### src/rtl/freq_mon_pkg.sv
// Shared types and default constants for the reference-clock frequency monitor.
// Defaults target a 1 ms window on the 14.318 MHz board clock.
package freq_mon_pkg;

    typedef enum logic [1:0] {
        IDLE    = 2'd0,
        ACQUIRE = 2'd1,
        LOCKED  = 2'd2,
        FAULT   = 2'd3
    } state_t;

    localparam int DEF_WINDOW_CYCLES = 14318;
    localparam int DEF_EXP_MIN       = 1300;
    localparam int DEF_EXP_MAX       = 1385;
    localparam int DEF_GOOD_WINDOWS  = 4;
    localparam int DEF_CNT_W         = 16;

    // Counter width for values 0..value-1; never narrower than one bit.
    function automatic int clog2_min1(input int value);
        return (value <= 2) ? 1 : $clog2(value);
    endfunction

endpackage

### src/rtl/freq_mon_sync.sv
// Brings the asynchronous toggle line into clk through two flops, then compares
// against a history flop so every rising or falling transition yields a one-cycle pulse.
module freq_mon_sync (
    input  logic clk,
    input  logic reset_n,
    input  logic async_in,
    output logic toggle_edge
);

    logic sync1;
    logic sync2;
    logic hist;

    always_ff @(posedge clk or negedge reset_n) begin
        if (!reset_n) begin
            sync1 <= 1'b0;
            sync2 <= 1'b0;
            hist  <= 1'b0;
        end else begin
            sync1 <= async_in;
            sync2 <= sync1;
            hist  <= sync2;
        end
    end

    assign toggle_edge = sync2 ^ hist;

endmodule

### src/rtl/clock_freq_monitor.sv
// Counts monitored-clock toggle transitions per reference window and gates the
// monitored domain's reset until enough consecutive windows land in range.
//
// state   | meaning
// --------+-----------------------------------------------------------------
// IDLE    | measurement stopped, counters held at zero, outputs deasserted
// ACQUIRE | measuring, counting consecutive in-range windows towards lock
// LOCKED  | frequency verified, clk_ok and sys_reset_n released
// FAULT   | lost lock; fault held while re-counting in-range windows
module clock_freq_monitor
    import freq_mon_pkg::*;
#(
    parameter int WINDOW_CYCLES = DEF_WINDOW_CYCLES,
    parameter int EXP_MIN       = DEF_EXP_MIN,
    parameter int EXP_MAX       = DEF_EXP_MAX,
    parameter int GOOD_WINDOWS  = DEF_GOOD_WINDOWS,
    parameter int CNT_W         = DEF_CNT_W
) (
    input  logic             clk,
    input  logic             reset_n,
    input  logic             enable,
    input  logic             mon_toggle,
    output logic [CNT_W-1:0] meas_count,
    output logic             meas_valid,
    output logic             clk_ok,
    output logic             fault,
    output logic             sys_reset_n
);

    localparam int WW = clog2_min1(WINDOW_CYCLES);
    localparam int GW = clog2_min1(GOOD_WINDOWS);

    localparam logic [WW-1:0]    WCNT_LAST = WW'(WINDOW_CYCLES - 1);
    localparam logic [GW-1:0]    GOOD_LAST = GW'(GOOD_WINDOWS - 1);
    localparam logic [CNT_W-1:0] EXP_MIN_C = CNT_W'(EXP_MIN);
    localparam logic [CNT_W-1:0] EXP_MAX_C = CNT_W'(EXP_MAX);

    state_t           state;
    state_t           state_nxt;
    logic [WW-1:0]    wcnt;
    logic [CNT_W-1:0] ecnt;
    logic [GW-1:0]    gcnt;
    logic [GW-1:0]    gcnt_nxt;
    logic             fault_nxt;
    logic             toggle_edge;
    logic             ecnt_sat;
    logic             in_range;
    logic             measuring;

    freq_mon_sync u_sync (
        .clk         (clk),
        .reset_n     (reset_n),
        .async_in    (mon_toggle),
        .toggle_edge (toggle_edge)
    );

    assign ecnt_sat  = &ecnt;
    assign in_range  = (meas_count >= EXP_MIN_C) && (meas_count <= EXP_MAX_C);
    assign measuring = enable && (state != IDLE);

    // Window and transition counters; a window cut short by enable=0 is dropped.
    always_ff @(posedge clk or negedge reset_n) begin
        if (!reset_n) begin
            wcnt       <= '0;
            ecnt       <= '0;
            meas_count <= '0;
            meas_valid <= 1'b0;
        end else if (!measuring) begin
            wcnt       <= '0;
            ecnt       <= '0;
            meas_valid <= 1'b0;
        end else if (wcnt == WCNT_LAST) begin
            wcnt       <= '0;
            ecnt       <= '0;
            meas_valid <= 1'b1;
            if (toggle_edge && !ecnt_sat) begin
                meas_count <= ecnt + 1'b1;
            end else begin
                meas_count <= ecnt;
            end
        end else begin
            wcnt       <= wcnt + 1'b1;
            meas_valid <= 1'b0;
            if (toggle_edge && !ecnt_sat) begin
                ecnt <= ecnt + 1'b1;
            end
        end
    end

    // clk_ok is a flop rather than a state decode so the reset line never glitches.
    always_ff @(posedge clk or negedge reset_n) begin
        if (!reset_n) begin
            state  <= IDLE;
            gcnt   <= '0;
            fault  <= 1'b0;
            clk_ok <= 1'b0;
        end else begin
            state  <= state_nxt;
            gcnt   <= gcnt_nxt;
            fault  <= fault_nxt;
            clk_ok <= (state_nxt == LOCKED);
        end
    end

    always_comb begin
        state_nxt = state;
        gcnt_nxt  = gcnt;
        fault_nxt = fault;
        if (!enable) begin
            state_nxt = IDLE;
            gcnt_nxt  = '0;
            fault_nxt = 1'b0;
        end else begin
            case (state)
                IDLE: begin
                    state_nxt = ACQUIRE;
                    gcnt_nxt  = '0;
                end
                ACQUIRE, FAULT: begin
                    if (meas_valid) begin
                        if (!in_range) begin
                            gcnt_nxt = '0;
                        end else if (gcnt == GOOD_LAST) begin
                            state_nxt = LOCKED;
                            gcnt_nxt  = '0;
                        end else begin
                            gcnt_nxt = gcnt + 1'b1;
                        end
                    end
                end
                LOCKED: begin
                    if (meas_valid && !in_range) begin
                        state_nxt = FAULT;
                        gcnt_nxt  = '0;
                        fault_nxt = 1'b1;
                    end
                end
                default: begin
                    state_nxt = IDLE;
                    gcnt_nxt  = '0;
                end
            endcase
        end
    end

    assign sys_reset_n = clk_ok;

endmodule
### config.mk
export PLATFORM = sky130hd
export DESIGN_NAME = clock_freq_monitor
export DESIGN_NICKNAME = d
export VERILOG_FILES = /design/src/rtl/freq_mon_pkg.sv /design/src/rtl/freq_mon_sync.sv /design/src/rtl/clock_freq_monitor.sv
export SDC_FILE = /design/constraint.sdc
export NUM_CORES = 1
export LEC_CHECK = 0
export BUFFER_PORTS_ARGS = -buffer_cell sky130_fd_sc_hd__buf_2
export CAP_MARGIN = 15
export CORE_ASPECT_RATIO = 0.9
export CORE_MARGIN = 2
export CORE_UTILIZATION = 40
export CTS_CLUSTER_DIAMETER = 50
export DETAILED_ROUTE_END_ITERATION = 8
export PLACE_DENSITY_LB_ADDON = 0.3
export RECOVER_POWER = 50
export SLEW_MARGIN = 20
export SYNTH_ARGS = -nofsm -noshare
export SYNTH_HDL_FRONTEND = slang
export SYNTH_SLANG_ARGS = --single-unit
### constraint.sdc
create_clock -name clk -period 3.2 [get_ports clk]
set_clock_uncertainty 0.2 [all_clocks]
set_input_delay 0.8 -clock clk [delete_from_list [all_inputs] [get_ports clk]]
set_output_delay 0.8 -clock clk [all_outputs]
set_load 0.03 [all_outputs]
== Yosys cells after proc, flatten, opt, wreduce, memory -nomap -nowiden ==
Cells that the tools add are included.

* Register bits after elaboration: 56
* Bits of input ports: 4

* Mux-type cells: 22
* $lt $le $gt $ge: 2
* Bitwise gates (word level): 1
* Eq/ne operators: 10
* Reductions and logical operators: 13
* Add/sub/neg operators: 3

{| class="wikitable"
|+ Operators by type and width
! kind !! number
|-
| 16-bit two-way mux || 3
|-
| 14-bit two-way mux || 2
|-
| 2-bit two-way mux || 10
|-
| 16-bit by 1-bit adder with 16-bit output, second input constant || 1
|-
| 16-bit by 11-bit greater-or-equal comparator with 1-bit output, second input constant || 1
|-
| 16-bit by 11-bit less-or-equal comparator with 1-bit output, second input constant || 1
|-
| 16-bit AND reduction || 1
|-
| 14-bit by 1-bit adder with 14-bit output, second input constant || 1
|-
| 14-bit equality test, second input constant || 1
|-
| 2-bit case mux with 3 select lines || 2
|-
| 2-bit equality test, second input constant || 4
|-
| 3-bit != test, second input constant || 2
|-
| 2-bit AND reduction || 3
|-
| 1-bit two-way mux || 5
|-
| 1-bit logical AND || 4
|-
| 2-bit by 1-bit != test with 1-bit output, second input constant || 2
|-
| 2-bit by 1-bit adder with 2-bit output, second input constant || 1
|-
| 2-bit by 1-bit equality test with 1-bit output, second input constant || 1
|-
| 1-bit logical NOT || 2
|-
| 2-bit logical NOT || 1
|-
| 2-bit nonzero test || 1
|-
| 2-bit OR reduction || 1
|-
| 1-bit bitwise XOR || 1
|}

== Longest topological paths before layout ==
* Word-level depth: 8
* Mapped depth: 9
* Gate-level depth less buffers: 8

== Cells and area by module ==
From an unflattened synthesis, not the netlist that was laid out.

* Cell total of the unflattened synthesis: 253
* Area total of the unflattened synthesis: 2596.2 µm²

{| class="wikitable"
|+ Modules (own cells, without submodules)
! module !! cells each !! area each (µm²) !! times used
|-
| clock_freq_monitor || 249 || 2512.4 || 1
|-
| freq_mon_sync || 4 || 83.8 || 1
|}

== Worst setup path after synthesis ==
OpenSTA, ideal clock, no wires.

* Path kind: reg2reg
* Start point: register wcnt[1]
* End point: register meas_count[6]
* Cell stages (with the launch flop): 8
* Path slack: 827 ps
* Setup time: 125 ps
* Arrival: 2048 ps
* Cell sequence: dfrtp_1 -> inv_1 -> ha_1 -> or3b_1 -> or4_1 -> or2_1 -> inv_1 -> mux2_2

* Cells in the longest elaborated chain, start to end: 2

{| class="wikitable"
|+ RTL lines
! element !! line !! RTL
|-
| from (decl) || clock_freq_monitor.sv:40 || <nowiki>logic [WW-1:0] wcnt;</nowiki>
|-
| from (signal assigned) || clock_freq_monitor.sv:82 || <nowiki>wcnt <= wcnt + 1'b1;</nowiki>
|-
| 14-bit equality test || clock_freq_monitor.sv:72 || <nowiki>end else if (wcnt == WCNT_LAST) begin</nowiki>
|-
| 2-bit AND reduction (no source line) || n/a ||
|-
| to (signal assigned) || clock_freq_monitor.sv:77 || <nowiki>meas_count <= ecnt + 1'b1;</nowiki>
|-
| to (signal assigned) || clock_freq_monitor.sv:79 || <nowiki>meas_count <= ecnt;</nowiki>
|-
| to (decl) || clock_freq_monitor.sv:23 || <nowiki>output logic [CNT_W-1:0] meas_count,</nowiki>
|}

Every way passes these cells.
A chain may end at the register's enable or synchronous reset.

== Worst setup path after layout ==
Ends and elaborated chain as after synthesis.

==> out/results.ini <==
[timing]
fmax_ghz=0.407
drv_slew=0
fin_tns_setup_ps=0
finalHoldViolCount=0
rsz0062_at_grt=no
worst_slew_pin_slew_ps=733
fin_crit_sh_pct=76.7
slew_headroom_pct=51.1
setup_violations=0
fin_crit_ps=2460

[synth]
seq_area_frac_synth_pct=53.2
netlist_instances=259
postSynthAreaPerCell_sq_um=10.2
syn_area_sq_um=2640
ys_dominant_reg_cell=dfrtp_1
yosysWarnings=0
synth-edff-count=0
yosys.area.top_type=dfrtp_1
async_flop_share_pct=100
netlist.area_leader.share_pct=53.2
ys_ff_latch=56
ys_top_cells_by_area=dfrtp_1, nor2_1, xor2_1
syn_nets=267
synth.distinct_cells=42

[setup_path]
rrSetupSlack_ps=740
required_ps=3200
critPathKind=register to register
startpoint=wcnt[1]
r2r_end=meas_count[6]
crit_path_max_fanout=4
end_kind=register
crit_arrival_ps=2460
start_kind=register
reg2regPathDepth=7
r2r_start=wcnt[1]

[cts]
h-tree-depth=2
cts_made_buffers=5
clkTransAtPathRegs_ps=100
cts_tree=built
root_buffer=clkbuf_8
clock_latency_ps=310
holdBufCountCts=0
ctsResizeCount=0
clkSinkCount=56
cts_setup_buffers=0
cts.path.max_buffers=2

[min_path]
min_to=u_sync.sync2
hold_path.class=register to register
worstHoldStart=u_sync.sync1
hold_depth=0

[global_route]
grtUsageTotal_pct=14.3
grt_overflow=0
grt_pass1_vias=1732
grt_start_max_net_pins=32
grt_antenna_before_repair=0
grt_pass1_wl_mm=8.20

[power]
irDropWorstVdd_mv=0.226
power_mw=1.15
p_leak_nw=1.29
power.density_nw_per_um2=395

[layout]
antenna_cells=0
post-route-util_pct=44.8
drive_above_1_share_pct=14.4
layout.nets=292
area_delta_synth_final_pct=10.2

[placed_design]
portBuffers=23
gp_congestion=0.838
hpwl_mm=3.59

[floorplanning]
rows=28
die_h_um=81
core_area_sq_um=6480
dieArea_sq_um=7250
initial_core_util_pct=40.7
pin_count=24
die_x_um=89.6

[drt]
wire_per_inst_um=12.9
dr.pass1.iters=4
wirelength_mm=4.85
dr.first_iter.drc_count=93
vias_per_cell=5.09
final_antenna_net_count=0
drc=0
vias=1910

[status]
status=finished, final reports clean

[flow_run]
drv_cap=0

## worst max-delay path by stage
stage	to	slack, ps	depth (start not counted)
floorplan	meas_count[6]	830	7
global placement	meas_count[6]	780	7
detailed placement	meas_count[6]	740	7
CTS	meas_count[6]	730	7
global route	meas_count[10]	600	8
finish	meas_count[6]	740	7
## cell families after synthesis
| kind of cell | after synthesis | synth area share [%] |
|---|---|---|
| AOI/OAI and AO/OA | 45 | 12.5 |
| DFF | 56 | 53.2 |
| buffers and inverters | 14 | 3.28 |
| and+or+nand+nor | 115 | 20.7 |
| muxes | 2 | 0.807 |
| xor gates and xnor gates | 23 | 7.64 |
| adders and majority gates | 4 | 1.90 |
## power by group
group	total, mW	internal (mW)	switching, mW
combinational	0.0382	0.00912	0.0290
sequential	0.717	0.712	0.00550
clock	0.392	0.176	0.216
## worst max-delay path, stage by stage (launching register included)
cell and delay, ps:
dfrtp_1 420, inv_1 70, ha_1 140, or3b_1 330
or4_1 520, or2_1 240, inv_1 110, mux2_2 350
## Yosys cell counts, types with 3 or more instances
library cell and n:
xnor2_1 5, nor2_1 45, nand4_1 8, clkbuf_1 4
and3_1 6, inv_1 5, and4_1 3, ha_1 4
a31oi_1 3, o21ai_2 13, o21ai_0 7, o2111ai_1 4
o211ai_1 3, nand3_1 13, a21oi_1 3, nor3_1 4
xor2_1 18, o21a_1 3, dfrtp_1 56, nand2_1 24
## layout make-up
| cell class | instances | area (sq um) |
|---|---|---|
| inverter | 5 | 18.8 |
| tap | 90 | 113 |
| multi-input combinational | 189 | 1150 |
| timing repair buffer | 27 | 130 |
| clock inverter | 1 | 7.51 |
| sequential | 56 | 1400 |
| fill | 634 | 3580 |
| clock buffer | 7 | 86.3 |
## layout by cell type, fill, tap and decap left out, types with 4 or more instances in the layout
master     instances
nand3_1           13
clkbuf_8           6
nor2_1            45
nand4_1            8
nor3_1             4
ha_1               4
and3_1             6
xor2_1            18
buf_2             16
clkbuf_1           9
nand2_1           24
xnor2_1            5
inv_1              5
o21ai_2           13
dfrtp_1           56
o21ai_0            7
o2111ai_1          4
## metal layers
metal	track usage (%)	vias up	share of wire, %
met4	3.13	0	0.74
met5	0	-	0
met1	21.8	915	53
met2	21.0	44	42
met3	2.74	4	4.2
li1	-	947	-
## metrics by stage
| stage | setup slack, ps | cells | area [sq um] | hold slack (ps) |
|---|---|---|---|---|
| 2_1_floorplan | 827 | 259 | 2640 | 131 |
| 3_3_place_gp | 783 | 367 | 2830 | 133 |
| 3_5_place_dp | 738 | 367 | 2830 | 142 |
| 4_1_cts | 734 | 375 | 2920 | 165 |
| 5_1_grt | 605 | 375 | 2900 | 171 |
| 6_report | 745 | 375 | 2900 | 162 |
## state kept, by name, indices dropped and copies added (netlist names), 2 cells and up
signal,cells
ecnt,16
meas_count,16
wcnt,14
gcnt,2
state,2
(Power assumes the default switching activity.)
